File: src/rtl/multi_channel_clk_divider.sv
// Multi-channel programmable clock divider with shadowed per-channel configuration.
// Each channel emits a one-cycle pulse or a ~50% duty output; new settings land only at a period boundary.
module multi_channel_clk_divider #(
  parameter int NUM_CH       = 4,
  parameter int WIDTH        = 8,
  parameter int DEFAULT_DIV  = 15,
  localparam int CH_W        = (NUM_CH > 1) ? $clog2(NUM_CH) : 1
) (
  input  logic              clk,
  input  logic              rst_n,
  input  logic [NUM_CH-1:0] ch_en,
  input  logic              sync,
  input  logic              cfg_valid,
  output logic              cfg_ready,
  input  logic [CH_W-1:0]   cfg_ch,
  input  logic [WIDTH-1:0]  cfg_div,
  input  logic              cfg_mode,
  output logic [NUM_CH-1:0] clk_out,
  output logic [NUM_CH-1:0] tick,
  output logic [NUM_CH-1:0] pending
);

  logic [NUM_CH-1:0] sel_s;
  logic              xfer_s;

  // An out-of-range cfg_ch selects no channel, so it is always accepted and dropped
  assign cfg_ready = ~|(sel_s & pending);
  assign xfer_s    = cfg_valid & cfg_ready;

  for (genvar c = 0; c < NUM_CH; c++) begin : g_ch
    logic [WIDTH-1:0] count_r;
    logic [WIDTH-1:0] div_r;
    logic [WIDTH-1:0] sh_div_r;
    logic             mode_r;
    logic             sh_mode_r;
    logic             pending_r;
    logic             clk_out_r;
    logic [WIDTH-1:0] term_s;
    logic [WIDTH-1:0] half_s;
    logic             run_s;
    logic             tick_s;
    logic             apply_s;
    logic             load_s;
    logic             out_nxt_s;

    assign sel_s[c] = (cfg_ch == CH_W'(c));

    // Terminal count, duty threshold ceil(div/2) and the shadow apply/load decisions
    always_comb begin
      term_s    = div_r - WIDTH'(1'b1);
      half_s    = (div_r >> 1'b1) + WIDTH'(div_r[0]);
      run_s     = ch_en[c] && (div_r != {WIDTH{1'b0}});
      tick_s    = rst_n && run_s && (count_r == term_s);
      apply_s   = pending_r && (tick_s || sync || !run_s);
      load_s    = xfer_s && sel_s[c];
      out_nxt_s = run_s && (mode_r ? (count_r < half_s) : (count_r == term_s));
    end

    // Channel state: counter, output register, active and shadow configuration
    always_ff @(posedge clk or negedge rst_n) begin
      if (!rst_n) begin
        count_r   <= {WIDTH{1'b0}};
        div_r     <= WIDTH'(DEFAULT_DIV);
        mode_r    <= 1'b0;
        sh_div_r  <= WIDTH'(DEFAULT_DIV);
        sh_mode_r <= 1'b0;
        pending_r <= 1'b0;
        clk_out_r <= 1'b0;
      end else begin
        if (sync || !run_s || tick_s) begin
          count_r <= {WIDTH{1'b0}};
        end else begin
          count_r <= count_r + WIDTH'(1'b1);
        end

        clk_out_r <= out_nxt_s;

        // A load can only happen while pending is clear, so it never collides with an apply
        if (apply_s) begin
          div_r     <= sh_div_r;
          mode_r    <= sh_mode_r;
          pending_r <= 1'b0;
        end else if (load_s) begin
          sh_div_r  <= cfg_div;
          sh_mode_r <= cfg_mode;
          pending_r <= 1'b1;
        end else begin
          pending_r <= pending_r;
        end
      end
    end

    assign clk_out[c] = clk_out_r;
    assign tick[c]    = tick_s;
    assign pending[c] = pending_r;
  end

endmodule

File: config.mk
export PLATFORM = sky130hd
export DESIGN_NAME = multi_channel_clk_divider
export DESIGN_NICKNAME = d
export VERILOG_FILES = /design/src/rtl/multi_channel_clk_divider.sv
export SDC_FILE = /design/constraint.sdc
export NUM_CORES = 1
export LEC_CHECK = 0
export ABC_AREA = 1
export BUFFER_PORTS_ARGS = -buffer_cell sky130_fd_sc_hd__buf_2
export CAP_MARGIN = 20
export CORE_UTILIZATION = 50
export CTS_CLUSTER_SIZE = 16
export DETAILED_ROUTE_END_ITERATION = 6
export PLACE_DENSITY = 0.76
export RECOVER_POWER = 100
export SLEW_MARGIN = 20
export SYNTH_ARGS = -nofsm -noshare
export SYNTH_HDL_FRONTEND = slang
export SYNTH_SLANG_ARGS = --single-unit
export TNS_END_PERCENT = 30
File: constraint.sdc
create_clock -name clk -period 3 [get_ports clk]
set_input_delay 0.6 -clock clk [delete_from_list [all_inputs] [get_ports clk]]
set_output_delay 0.6 -clock clk [all_outputs]
set_load 0.01 [all_outputs]
# --- Word-level counts from Yosys, hierarchy flattened ---
# Index checks and enable logic that the tools add are counted.
classes:
  n_reduce_logical: 59
  order_cmp: 4
  bitwise_logic: 6
  eq_ne: 7
  add_sub_neg: 12
  mux: 16
op_table:
  columns: ["operator", "n"]
  rows:
  - ["$add A7 B1 Y8", 4]
  - ["$add A8 B1 Y8 const B", 4]
  - ["$eq A8 B8 Y1", 4]
  - ["$lt A8 B8 Y1", 4]
  - ["$mux W8", 4]
  - ["$reduce_bool A8 Y1", 4]
  - ["$sub A8 B1 Y8 const B", 4]
  - ["$logic_and A1 B1 Y1", 24]
  - ["$logic_or A1 B1 Y1", 16]
  - ["$mux W1", 12]
  - ["$reduce_and A2 Y1", 4]
  - ["$reduce_bool A2 Y1", 4]
  - ["$logic_not A1 Y1", 5]
  - ["$and A4 B4 Y4", 1]
  - ["$eq A2 B2 Y1 const B", 2]
  - ["$not A1 Y1", 4]
  - ["$reduce_or A4 Y1", 1]
  - ["$eq A2 B1 Y1 const B", 1]
  - ["$logic_not A2 Y1", 1]
  - ["$and A1 B1 Y1", 1]
word_totals:
  reg_bits: 112
  out_inout_bits: 13
  word_cells: 132

# --- Logic depth before layout (Yosys ltp) ---
logic_depth:
  ltp_word: 9
  ltp_mapped: 15

# --- Worst setup path after synthesis ---
# OpenSTA, ideal clock, no wires.
synth_timing:
  kind: "reg2out"
  startpoint: "reg g_ch[1].div_r[0]"
  endpoint: "out tick[1]"
  setup_slack_ns: 0.610
  path_stages_with_launch: 13
  arrival_time_ns: 1.790
  cell_sequence: "dfstp_2 > inv_1 > ha_1 > nand2_1 > inv_1 > nor2_1 > nand2_1 > nor2_1 > nand3_1 > nor2_1 > nand3_2 > nor2_1 > buf_4"
synth_between:
  elab_chain_cells: 4
  elab_cells_between_ends: 6
  classes_between: "add/sub (1); eq/ne (1); reduce/logical (4)"
synth_rtl:
  columns: ["element", "line_no", "rtl"]
  rows:
  - ["start, declared", "32", "logic [WIDTH-1:0] div_r;"]
  - ["start signal, assigned", "63", "div_r <= WIDTH'(DEFAULT_DIV);"]
  - ["start signal, assigned", "80", "div_r <= sh_div_r;"]
  - ["parallel branches: the longest is 3 deep, another holds $sub A8 B1 Y8", null, null]
  - ["$logic_and A1 B1 Y1 (*)", "53", "tick_s = rst_n && run_s && (count_r == term_s);"]
  - ["end, declared", "19", "output logic [NUM_CH-1:0] tick,"]
# Every way passes the cells marked *.

# --- Final worst setup path ---
layout_timing:
  startpoint: "reg g_ch[2].div_r[0]"
  endpoint: "out tick[2]"
layout_between:
  elab_chain_cells: 4
  elab_cells_between_ends: 6
  classes_between: "add/sub (1); eq/ne (1); reduce/logical (4)"
layout_rtl:
  columns: ["element", "line_no"]
  rows:
  - ["start, declared", "32"]
  - ["start signal, assigned", "63"]
  - ["start signal, assigned", "80"]
  - ["parallel branches: the longest is 3 deep, another holds $sub A8 B1 Y8", null]
  - ["$logic_and A1 B1 Y1 (*)", "53"]
# Marks and branches as above.

==> results.tsv <==
metric	value	unit
gr-total-overflow	0	
drive_gt1_share	10.6	%
synth_top_family_by_area	simple AND/OR/NAND/NOR gates	
grt_pass1_wl	25100	µm
cp.arrival	2.25	ns
yosys_register_bits	112	
antenna_cells	0	
layout_min_cycle_time	2.85	ns
viasPerCell	5.10	
cts_tree	done	
drc_errors	0	
synth_edf_count	0	
synth_area	0.00701	mm²
cp-start-kind	register	
ant_nets	0	
yosysTopAreaCellShare	28.5	%
port_buffers	31	
finClkSkew	0.00846	ns
powerDensity	848	mW/mm²
max_stage_delay	0.56	ns
fmax	351	MHz
synth_top_cells_by_count	nand2_1 (267), nor2_1 (95), dfrtp_1 (80), inv_1 (79), nand3_1 (78)	
finalHoldViolCount	0	
synthXorXnorAreaFrac	6.05	%
clockRootBuffer	clkbuf_16	
tns	0	ns
worstSkewPairLatency	0.36	ns
cts.sinks	112	
required	2.40	ns
ys_seq_area_share	40.5	%
synthMuxAreaShare	0	%
cts_buffers	9	
tightest_slew	1.40	ns
dp_cells	1074	
synthArstFlopShare	100	%
ios	32	
std_cell_rows	42	
fin_area	0.00739	mm²
synth_top_area_cell	dfrtp_1	
outcome	complete, no violations	
clock_path_buffers	2	
core_area	0.0135	mm²
dpl.hpwl	10600	µm
htreeDepth	3	
slowest_stage	dfstp_1	
grt_max_degree	59	
start_util	52.1	%
busiest_layer	met2	
crit_fanout	6	
worstPathCellList	inv_1, ha_1, inv_1, nand2_1, nand4_1, nor2_1, nand2_1, nor2_1, nand3_2, nor2_1, buf_2	
synth.top_cells.by_area	dfrtp_1 (29%), nand2_1 (14%), dfstp_2 (12%)	
path_buf_inv	3	
track_usage	21.8	%
path_clk_slew	0.08	ns
gp_congestion	0.860	
yosysWarnings	0	
synth_compound_area_share	6.53	%
endpoint_kind	primary output	
drtIter0Drc	418	
power_leakage	3.73	nW
fp.dieW	120	µm
maxSlewHeadroom	6.99	%
vdd_drop_max	0.000440	V
synth_fa_ha_area_share	7.85	%
grt_pass1_vias	5306	
report.final.slew_viol_count	0	
crit_family	simple AND/OR/NAND/NOR gates	
setup_viol	0	
cp_common_cell	nor2_1	
wl	14700	µm
ys.flop_type	dfrtp_1	
syn_area_per_cell	7.80	µm²
max_cap_violations	0	
crit_type	reg -> out	
fin_crit_sh	95.0	%
vias	5574	
hp-class	in -> async	
die_area	0.0145	mm²
grt_util_met2	33.9	%
placed_cell_area	0.00716	mm²
met1_usage	30.5	%
post-synth-top-count-cell	nand2_1	
hold_buffers	0	
synth_cells	899	
first_pass_iters	5	
synth-simple-area-share	30.6	%
fin_nets	976	
rsz0062_at_grt	no	
post_drt_wl_per_cell	13.4	µm
fin_cells	1094	
antenna_found_initial	0	
postSynthNetCount	962	
use_met3	4.86	%
yosysUniqueCellTypes	34	
syn_to_final_growth	5.37	%
fp.dieH	120	µm
==> layer usage <==
layer  wire length [µm]  part of all wire, %
met3                480                  3.3
met5                  0                    0
met4                272                  1.8
met1               7390                   50
met2               6570                   45
==> logic make-up (layout without fill, tap and decap cells) <==
| group | count (synthesis) | count (layout) |
|---|---|---|
| compound gates | 82 | 82 |
| xor+xnor | 45 | 45 |
| fa+ha+maj | 44 | 44 |
| buf+inv | 122 | 141 |
| flops | 112 | 112 |
| simple gates | 494 | 494 |
==> path summary, 6_finish.rpt <==
kind                                          start                   to  slack [ns]  depth (start not counted)
max in group asynchronous                     rst_n       g_ch[3].mode_r        1.23                          2
worst min register to register  g_ch[2].sh_div_r[2]  g_ch[2].sh_div_r[2]        0.47                          2
worst max register to register     g_ch[2].div_r[0]    g_ch[2].pending_r        0.23                         13
worst min-delay path                          rst_n   g_ch[0].count_r[1]        0.12                          1
min in group clk                g_ch[2].sh_div_r[2]  g_ch[2].sh_div_r[2]        0.47                          2
worst max-delay path               g_ch[2].div_r[0]              tick[2]        0.15                         11
==> timing repair <==
| action | 4_1_cts | 5_1_grt |
|---|---|---|
| buffers inserted | 0 | 4 |
| setup endpoints to repair | 0 | 3 |
| gates resized for setup | 0 | 7 |
==> state kept, by name (all words and copies together) (netlist names) <==
name,flops
g_ch.sh_mode_r,4
g_ch.clk_out_r,4
g_ch.sh_div_r,32
g_ch.pending_r,4
g_ch.count_r,32
g_ch.div_r,32
g_ch.mode_r,4
==> area by class of cell <==
class | count | area [µm²]
clock buffers | 11 | 253
clock inverters | 5 | 46.3
fillers | 1284 | 6060
inverters | 85 | 319
multi-input cells | 665 | 3520
flip-flops and latches | 112 | 2840
well taps | 176 | 220
repair buffers | 40 | 193
==> report_power, final <==
group	total [mW]	leakage [nW]	internal [mW]	switching (mW)
combinational	2.38	2.20	0.944	1.44
clock	1.21	0.142	0.623	0.583
sequential	2.67	1.39	2.08	0.597
total	6.26	3.73	3.64	2.62
==> worst register-to-register path, stage by stage, from the launching register on <==
cell and delay (ns):
dfstp_1 0.56, inv_1 0.12, ha_1 0.31, inv_1 0.05, nand2_1 0.06, nand4_1 0.10, nor2_1 0.12, nand2_1 0.06
nor2_1 0.17, nand3_2 0.11, nand2_1 0.50, nand2_2 0.27, nand2_1 0.13, nand2_1 0.06
==> layout by cell type (no fill, tap or decap), drive strengths merged <==
cell / netlist / layout
nand2: 276 / 276
nor2: 100 / 100
inv: 85 / 87
nand3: 86 / 86
dfrtp: 80 / 80
o21ai: 48 / 48
ha: 44 / 44
dfstp: 32 / 32
xor2: 30 / 30
clkbuf: 1 / 27
buf: 36 / 24
a21oi: 22 / 22
nor3: 15 / 15
xnor2: 13 / 13
nand4: 9 / 9
o21a: 4 / 4
a21boi: 4 / 4
and3: 3 / 3
nor3b: 2 / 2
o31ai: 2 / 2
xor3: 2 / 2
nand3b: 2 / 2
clkinvlp: 0 / 2
a31oi: 1 / 1
or2: 1 / 1
a221oi: 1 / 1
clkinv: 0 / 1
==> per-stage QoR <==
step	setup slack [ns]	power [mW]	hold slack, ns	util [%]
floorplan	0.610	4.60	0.304	-
global route	0.00362	6.86	0.115	54.9
CTS	0.0812	6.33	0.117	55.4
global placement	0.514	5.00	0.462	53.2
detailed placement	0.478	5.09	0.467	53.2
finish	0.149	6.26	0.122	54.9
(Power assumes the default switching activity.)
